### src/rtl/queue_nd.sv
// Parametrised first-word-fall-through FIFO with occupancy count and almost-full watermark.
// Define QUEUE_ND_ERRFLAGS_EN to build the sticky ovf/udf error flags; otherwise they read 0.
module queue_nd #(
  parameter int unsigned WIDTH        = 1,
  parameter int unsigned DEPTH_LOG2   = 6,
  parameter int unsigned AFULL_MARGIN = 4
) (
  input  logic                  clk,
  input  logic                  rst,
  input  logic [WIDTH-1:0]      din,
  input  logic                  wr_en,
  input  logic                  rd_en,
  output logic [WIDTH-1:0]      dout,
  output logic                  empty,
  output logic                  full,
  output logic                  almost_full,
  output logic [DEPTH_LOG2:0]   count,
  output logic                  ovf,
  output logic                  udf
);

  localparam int unsigned Depth = 2 ** DEPTH_LOG2;
  localparam logic [DEPTH_LOG2:0]   CntFull  = (DEPTH_LOG2 + 1)'(Depth);
  localparam logic [DEPTH_LOG2:0]   CntAfull = (DEPTH_LOG2 + 1)'(Depth - AFULL_MARGIN);
  localparam logic [DEPTH_LOG2:0]   CntOne   = (DEPTH_LOG2 + 1)'(1);
  localparam logic [DEPTH_LOG2-1:0] PtrOne   = DEPTH_LOG2'(1);

  logic [WIDTH-1:0]      mem [Depth];
  logic [DEPTH_LOG2-1:0] wa_q, wa_d;
  logic [DEPTH_LOG2-1:0] ra_q, ra_d;
  logic [DEPTH_LOG2:0]   count_q, count_d;
  logic                  wr_ok, rd_ok;
  logic                  mem_we;

  // Status decode straight off the registered count.
  always_comb begin
    empty       = (count_q == '0);
    full        = (count_q == CntFull);
    almost_full = (count_q >= CntAfull);
    count       = count_q;
  end

  // A write at full is still accepted when a read frees the head slot in the same edge.
  always_comb begin
    wr_ok  = wr_en & (~full | rd_en);
    rd_ok  = rd_en & ~empty;
    mem_we = wr_ok & ~rst;
  end

  always_comb begin
    wa_d    = wa_q;
    ra_d    = ra_q;
    count_d = count_q;
    if (rst) begin
      wa_d    = '0;
      ra_d    = '0;
      count_d = '0;
    end else begin
      if (wr_ok) wa_d = wa_q + PtrOne;
      if (rd_ok) ra_d = ra_q + PtrOne;
      if (wr_ok && !rd_ok) begin
        count_d = count_q + CntOne;
      end else if (rd_ok && !wr_ok) begin
        count_d = count_q - CntOne;
      end
    end
  end

  always_ff @(posedge clk) begin
    wa_q    <= wa_d;
    ra_q    <= ra_d;
    count_q <= count_d;
  end

  // Distributed RAM: synchronous write, asynchronous read, contents never cleared.
  always_ff @(posedge clk) begin
    if (mem_we) mem[wa_q] <= din;
  end

  assign dout = mem[ra_q];

`ifdef QUEUE_ND_ERRFLAGS_EN
  logic ovf_q, ovf_d;
  logic udf_q, udf_d;

  always_comb begin
    ovf_d = ovf_q;
    udf_d = udf_q;
    if (rst) begin
      ovf_d = 1'b0;
      udf_d = 1'b0;
    end else begin
      if (wr_en && full && !rd_en) ovf_d = 1'b1;
      if (rd_en && empty)          udf_d = 1'b1;
    end
  end

  always_ff @(posedge clk) begin
    ovf_q <= ovf_d;
    udf_q <= udf_d;
  end

  assign ovf = ovf_q;
  assign udf = udf_q;
`else
  assign ovf = 1'b0;
  assign udf = 1'b0;
`endif

endmodule
### config.mk
export PLATFORM = sky130hd
export DESIGN_NAME = queue_nd
export DESIGN_NICKNAME = d
export VERILOG_FILES = /design/src/rtl/queue_nd.sv
export SDC_FILE = /design/constraint.sdc
export NUM_CORES = 1
export LEC_CHECK = 0
export CAP_MARGIN = 5
export CORE_MARGIN = 2
export CORE_UTILIZATION = 60
export DETAILED_ROUTE_END_ITERATION = 10
export PLACE_DENSITY = 0.89
export SLEW_MARGIN = 20
export SYNTH_ARGS = -nofsm -noshare
export SYNTH_HDL_FRONTEND = slang
export SYNTH_SLANG_ARGS = --single-unit
### constraint.sdc
create_clock -name clk -period 5.2 [get_ports clk]
set_clock_uncertainty 0.15 [all_clocks]
set_input_delay 0.78 -clock clk [delete_from_list [all_inputs] [get_ports clk]]
set_output_delay 0.78 -clock clk [all_outputs]
set_load 0.02 [all_outputs]
# After elaboration in Yosys (flattened, before gate mapping)
# Memory sizes are Yosys's and may differ from the RTL's. A register that Yosys moved wholly into a read port is not among the register bits.
# Cells that the tools add are included.
# totals
register_bits	19
ramBits	64
mem_count	1
word_cells	29
out_inout_bits	13
# memory_table
memory	depth	width	read_ports	rd_ports_with_merged_regs	write_ports	line	rtl
mem	64	1	1	1	1	28	logic [WIDTH-1:0] mem [Depth];
# classes
n_lt_le_gt_ge	1
eq_ne	1
muxes	6
addsub	4
n_reduce_logical	6
n_bitwise	7
# ops
cell	n
7-bit 2-to-1 mux	2
6-bit by 1-bit adder with 6-bit output (second input constant)	2
6-bit 2-to-1 mux	2
7-bit by 1-bit adder with 7-bit output (second input constant)	1
7-bit equality test (second input constant)	1
7-bit by 6-bit greater-or-equal comparator with 1-bit output (second input constant)	1
7-bit zero test	1
7-bit by 1-bit subtractor with 7-bit output (second input constant)	1
1-bit AND	3
1-bit NOT	3
1-bit logical AND	2
1-bit zero test	2
1-bit 2-to-1 mux	2
2-bit nonzero test	1
1-bit bitwise OR	1

# Logic depth before layout (Yosys ltp)
# Gate-level depths: netlist (run 1).
# logic_depth
depth_word	8
depth_mapped	11
ltp_nobuf	11

# Worst setup path before layout (run 1)
# Ideal clock, no wire load.
# synth_path
path_kind	register to register
start	register count_q[2] (netlist: count[2])
end	register count_q[6] (netlist: count[6])
setup_slack_ns	1.946
period_less_slack_ns	3.254
required_time_ns	4.929
n_path_buf	0
arrival_time_ns	2.983
path_stages_with_launch	12
cell_sequence	dfxtp_1 > or4_4 > o41ai_4 > inv_4 > ha_1 > inv_1 > ha_1 > a21o_1 > a21oi_1 > o21ai_0 > nand4_1 > mux2_2
# synth_via
elab_chain_cells	7
# synth_rtl
item	line	rtl
start, declared	31	logic [DEPTH_LOG2:0] count_q, count_d;
start signal, assigned	72	count_q <= count_d;
7-bit equality test (*)	38	full = (count_q == CntFull);
1-bit NOT (*)	45	wr_ok = wr_en & (~full | rd_en);
1-bit bitwise OR (*)	45	
1-bit AND (*)	45	
named net wr_ok	32	logic wr_ok, rd_ok;
1-bit zero test	63	end else if (rd_ok && !wr_ok) begin
1-bit logical AND	63	
2-bit nonzero test (no line)	-	
# The timed path passes the listed nets; every way through them passes the cells marked *. The select of a mux whose other input is x is not followed.
# A chain may end at the register's enable or synchronous reset.

==> results of run 1 <==
==> state kept, by name, indices dropped and copies added, names as in the netlist, named ones only <==
signal  flops
count       7
wa_q        6
mem        64
ra_q        6
==> power by group through the flow <==
stage	Combinational, mW	Clock [mW]	Sequential [mW]
after detailed placement	0.506	0	0.877
after CTS	0.508	0.446	0.861
after global routing	0.553	0.474	0.871
after floorplan	0.380	0	0.862
after global placement	0.490	0	0.873
final	0.507	0.440	0.860
==> cells in the mapped netlist, types with 6 or more instances <==
master    instances  area, um^2
a21oi_1           6        30.0
clkbuf_1          8        30.0
dfxtp_1          25         500
edfxtp_1         64        1920
ha_1              8         100
inv_1             6        22.5
mux4_2           16         360
nand2_1          16        60.1
nand3_1           7        35.0
nor2_1           90         338
xor2_1            7        61.3
==> logic make-up after synthesis <==
group           count (synthesis)
buf+inv                        23
fa+ha+maj                       9
mux                            22
xor+xnor                       12
compound gates                 28
simple gates                  144
other cells                     1
flops                          89
==> final cells by class <==
class | count | area [um^2]
Timing Repair Buffer | 17 | 165
Clock inverter | 7 | 60.1
Fill cell | 427 | 2000
Tap cell | 77 | 96.3
Sequential cell | 89 | 2420
Multi-Input combinational cell | 217 | 1520
Clock buffer | 9 | 124
Inverter | 7 | 28.8
==> tightest hold or removal path: stages (launching register included) <==
cell and delay [ns]:
dfxtp_1 0.34, nand2_1 0.06, a21oi_1 0.06
==> stage by stage <==
stage	power, mW	hold WS, ns	cell area [um^2]
6_report	1.81	0.356	4420
5_1_grt	1.90	0.397	4420
4_1_cts	1.81	0.356	4420
3_5_place_dp	1.38	0.342	4230
3_3_place_gp	1.36	0.334	4230
2_1_floorplan	1.24	0.317	4050
==> worst paths after layout <==
check | to | slack [ns] | startpoint | depth (start not counted)
setup reg to reg | count[6]$_SDFFE_PP0P_ | 1.69 | count[2]$_SDFFE_PP0P_ | 11
setup / recovery | dout | 1.20 | flop | 6
hold reg to reg | ra_q[1]$_SDFFE_PP0N_ | 0.36 | ra_q[1]$_SDFFE_PP0N_ | 2
hold / removal | ra_q[1]$_SDFFE_PP0N_ | 0.36 | ra_q[1]$_SDFFE_PP0N_ | 2
==> per-layer routing <==
metal | GRT usage (%) | vias up | wire length (um)
li1 | - | 1215 | -
met1 | 29.7 | 1235 | 3080
met2 | 38.6 | 100 | 4060
met3 | 4.33 | 7 | 604
met4 | 8.37 | 0 | 100
met5 | 0 | - | 0
==> results by group, run 1 <==
STA
  • Final hold viol count: 0
  • Max Slew Vio Count: 0
  • Rel. slew slack: 39.1%
  • Slew at the pin closest to its max-slew limit: 0.911 ns
  • Max Fclk: between 200 and 250 MHz
  • Unrepaired setup endpoints after global routing: no
  • Fin crit share: 77.0%
  • Period minus WS final: between 4 and 5 ns
  • PnR worst setup slack: 1.20 ns
  • Final setup vio count: 0
  • Setup tns final: 0 ns

Die
  • Io pins: 18
  • Die area: 7410 um^2
  • Height of the die: 86.1 um
  • Die Wd: 86.1 um
  • Starting Density: 63.0%
  • Cell Rows: 29
  • Core box area: between 6000 and 7000 um^2

Cells and area
  • Nets@finish: approximately 360
  • Final Core Density: 68.8%
  • Most frequent cells in the layout: nor2_1 (90), edfxtp_1 (64), dfxtp_1 (25), nand2_1 (16), mux4_2 (16)
  • Diode count: 0
  • Area Overhead vs Synth: 9.22%
  • Commonest non-fill, non-tap cell in the layout: nor2_1
  • Share of layout cells above drive strength 1: 12.7%
  • Fin cells: 423

Global routing
  • Vias in the first global route: 2514
  • Largest net degree at the start of global routing: 65
  • Gr usage total: ~23%
  • Initial antenna violation count: 0
  • GRT overflow: 0
  • Global-route wire length before repair: roughly 13000 um

Run
  • Max-cap viol count: 0

Synthesis
  • Unique masters post-synth: 47
  • Cells after Synth: ~330
  • Avg Cell Area, Syn: ~12 um^2
  • Adder-cell share of the synthesized area: 2.97%
  • Post-Syn Area: 4050 um^2
  • Yosys reg bits: 89
  • Post-synthesis simple-gate area fraction: around 16%
  • Compound-gate portion of the synthesized area: between 5 and 6%
  • Synth warn: 0
  • Async SR Flop Fraction: 0%
  • Number of synthesized flops with an enable pin: 64
  • Main combinational cell family by area after synthesis: simple AND/OR/NAND/NOR gates
  • Ys flop type: edfxtp_1
  • Multiplexer share of the synthesized area: 10.4%
  • XOR/XNOR Fraction of Synth Area: 2.60%
  • Seq/Total Area, Yosys: roughly 60%

Routing
  • Antenna-violating nets left: 0
  • DRT Pass-1 Iters: 4
  • Average wire per standard cell: 18.5 um
  • Via/cell ratio: 6.04
  • DR iter-0 viols: roughly 260
  • Remaining DRCs: 0
  • Via count: 2557
  • Routed wire length: roughly 8000 um

Clock network
  • Clk_lat worst skew: 0.35 ns
  • Hold buffer count at CTS: 0
  • Clock transition at path regs: 0.10 ns
  • CTS tree: yes
  • H-tree levels: 3
  • Clock root cell: clkbuf_8
  • Post-CTS sizing: 0
  • Clock sink total: 89
  • Clock buffer depth: 2
  • Postcts setup bufs: 0
  • CTS buffer count: 9

Place
  • Placer Congestion: 0.794
  • Pre-CTS WS: 1.33 ns
  • Post-DP HPWL: 5160 um
  • Port Buffer Count: 15
  • Placed cells: 407

Critical path
  • Worst Path Max Fanout: 14
  • CP top delay family: flip-flops
  • Buffers & Inverters on Critical Path: 1
  • Kind of critical path: reg -> out
  • Crit. End Element: output pin
  • Cell Chain, Critical Path: mux4_2, a22oi_1, and4_1, a311oi_1, a211o_1, clkdlybuf4s50_1
  • CP Launch Type: flop
  • Required time of the critical path: approximately 4.3 ns
  • CP max stage cell: dfxtp_1
  • Slowest stage delay, CP: about 0.87 ns
  • WP data arrival: 3.07 ns

Power and ir drop
  • Psw: around 580 uW
  • Pwr Density: 409 nW/um^2
  • Flop pwr share: 47.6%
  • Combinational share of power: 28.0%
  • Clock power frac: 24.4%
  • VDD IR-drop max: 0.331 mV
  • Internal power: ~1.2 mW
  • Switching part of the total power: 31.9%
  • Leak: 1.44 nW

Status
  • Outcome: complete, no violations

Worst hold path
  • HP Class: reg -> reg
Note: power is estimated with default switching activity, not from simulation.
==> run 2, diff against run 1 <==
- CORE_UTILIZATION: 60 -> 54
- PLACE_DENSITY: 0.89 -> 0.85
- clock period: 5.2 -> 3.6 ns (I/O delays scaled with it)
==> run 2 against run 1 <==
Combinational power grew 50%. Setup slack lost 1.0 ns. Die area grew 11%. First-iteration DRC count shrank 24%. Critical path type unchanged. Largest cell class unchanged. Highest routed layer unchanged.
==> results by group, run 2 (synthesized netlist as in run 1, its figures left out) <==
Status
  • Outcome: complete, no violations (unchanged)

STA
  • Setup tns final: 0 ns (unchanged)
  • Slew at the pin closest to its max-slew limit: 0.537 ns (was 0.911 ns)
  • Max Fclk: around 290 MHz
  • Period minus WS final: 3.41 ns
  • Max Slew Vio Count: 0 (unchanged)
  • Rel. slew slack: 64.2% (was 39.1%)
  • Final hold viol count: 0 (unchanged)
  • Fin crit share: 94.6%
  • Final setup vio count: 0 (unchanged)
  • Unrepaired setup endpoints after global routing: no (unchanged)
  • WHS: 0.352 ns (was 0.356 ns)

Power and ir drop
  • VDD IR-drop max: 0.531 mV (was 0.331 mV)
  • Combinational share of power: 28.5% (was 28.0%)
  • Leak: 1.47 nW (was 1.44 nW)
  • Flop pwr share: 46.3% (was 47.6%)
  • Total power draw: 2.67 mW (was 1.81 mW)
  • Switching part of the total power: 30.2% (was 31.9%)
  • Pwr Density: 593 nW/um^2 (was 409 nW/um^2)
  • Clock power frac: 25.2% (was 24.4%)
  • Psw: 807 uW (was 576 uW)
  • Internal power: 1.87 mW (was 1.23 mW)

Clock network
  • Clock root cell: clkbuf_8 (unchanged)
  • Clk_lat worst skew: 0.35 ns (about the same)
  • Hold buffer count at CTS: 0 (unchanged)
  • Clock buffer depth: 2 (unchanged)
  • CTS buffer count: 9 (unchanged)
  • CTS tree: yes (unchanged)
  • Clock sink total: 89 (unchanged)
  • Clock transition at path regs: 0.09 ns (was 0.10 ns)
  • H-tree levels: 3 (unchanged)

Die
  • Io pins: 18 (unchanged)
  • Die area: 8200 um^2 (was 7410 um^2)
  • Height of the die: 90.6 um (was 86.1 um)
  • Core box area: 7250 um^2 (was 6420 um^2)
  • Starting Density: 55.8% (was 63.0%)
  • Cell Rows: 31 (was 29)
  • Die Wd: 90.6 um (was 86.1 um)

Cells and area
  • Area Overhead vs Synth: 11.4% (was 9.22%)
  • Max FFs per register: 64 (unchanged)
  • Post-route cell area: 4510 um^2 (was 4420 um^2)
  • Largest reg by FF count: mem (unchanged)
  • Diode count: 0 (unchanged)
  • Commonest non-fill, non-tap cell in the layout: nor2_1 (unchanged)
  • Share of layout cells above drive strength 1: 14.2% (was 12.7%)
  • Nets@finish: 360 (was 355)
  • Final Core Density: 62.2% (was 68.8%)
  • Most frequent cells in the layout: nor2_1 (90), edfxtp_1 (64), dfxtp_1 (23), nand2_1 (16), mux4_2 (16) (was nor2_1 (90), edfxtp_1 (64), dfxtp_1 (25), nand2_1 (16), mux4_2 (16))

Run
  • Max-cap viol count: 0 (unchanged)

Global routing
  • Global-route wire length before repair: 12400 um (was 12600 um)
  • GRT overflow: 0 (unchanged)
  • Vias in the first global route: 2516 (was 2514)
  • Initial antenna violation count: 0 (unchanged)
  • Gr usage total: 19.9% (was 22.9%)
  • Largest net degree at the start of global routing: 65 (unchanged)

Critical path
  • Required time of the critical path: 2.91 ns (was 4.27 ns)
  • Worst Path Max Fanout: 9 (was 14)
  • WP data arrival: 2.72 ns (was 3.07 ns)
  • CP Launch Type: flop (unchanged)
  • Crit. End Element: output pin (unchanged)
  • Kind of critical path: reg -> out (unchanged)

Place
  • Port Buffer Count: 15 (unchanged)
  • Post-DP HPWL: 5170 um (was 5160 um)
  • Placed inst area: 4300 um^2 (was 4230 um^2)
  • Placer Congestion: 0.856 (was 0.794)

Routing
  • DRT Pass-1 Iters: 4 (unchanged)
  • Remaining DRCs: 0 (unchanged)
  • Routed wire length: 7770 um (was 7850 um)
  • DR iter-0 viols: 200 (was 264)
  • Average wire per standard cell: 17.3 um (was 18.5 um)
  • Antenna-violating nets left: 0 (unchanged)
  • Via count: 2554 (was 2557)
  • Via/cell ratio: 5.68 (was 6.04)

Worst hold path
  • HP Class: reg -> reg (unchanged)
[run 2: metal layers]
| layer | up-vias | routed length [um] | GRT usage (%) |
|---|---|---|---|
| li1 | 1223 | - | - |
| met1 | 1247 | 3150 | 24.7 |
| met2 | 69 | 4030 | 33.6 |
| met3 | 15 | 402 | 3.51 |
| met4 | 0 | 187 | 9.62 |
| met5 | - | 0 | 0 |
[run 2: critical path, cell delays in order (launching register included)]
cell and delay [ns]:
dfxtp_2 0.48, buf_4 0.24, mux4_2 0.50, mux2i_1 0.21, a211oi_1 0.11, a211o_1 0.28
clkdlybuf4s50_1 0.54
[run 2: final cells by class]
class | instances | area [um^2]
multi-input cells | 217 | 1530
well taps | 99 | 124
fillers | 545 | 2750
clock inverters | 2 | 17.5
clock buffers | 14 | 185
flip-flops and latches | 89 | 2420
inverters | 7 | 28.8
repair buffers | 22 | 203
[run 2: what timing repair did]
action                     4_1_cts  5_1_grt
setup endpoints to repair        1        2
pin swaps                        0        0
gates resized for setup          1        3
buffers inserted                 0        0
[run 2: metrics by stage]
stage               instances  worst slack (ns)
finish                    450             0.194
global route              450            0.0347
CTS                       450            0.0128
detailed placement        434            0.0857
global placement          434             0.236
floorplan                 329             0.346
[run 2: worst paths after layout]
| kind | to | slack (ns) | cells past startpoint | start |
|---|---|---|---|---|
| min | flop | 0.35 | 2 | ra_q[1]$_SDFFE_PP0N_ |
| min reg2reg | flop | 0.35 | 2 | ra_q[1]$_SDFFE_PP0N_ |
| max | dout | 0.19 | 6 | flop |
| max reg2reg | count[6]$_SDFFE_PP0P_ | 0.21 | 11 | count[2]$_SDFFE_PP0P_ |
[run 2: power groups by stage]
stage	logic, mW	registers (mW)	clock network, mW
floorplan	0.549	1.25	0
detailed placement	0.755	1.26	0
global route	0.828	1.25	0.718
CTS	0.758	1.24	0.675
finish	0.761	1.24	0.675
global placement	0.727	1.26	0
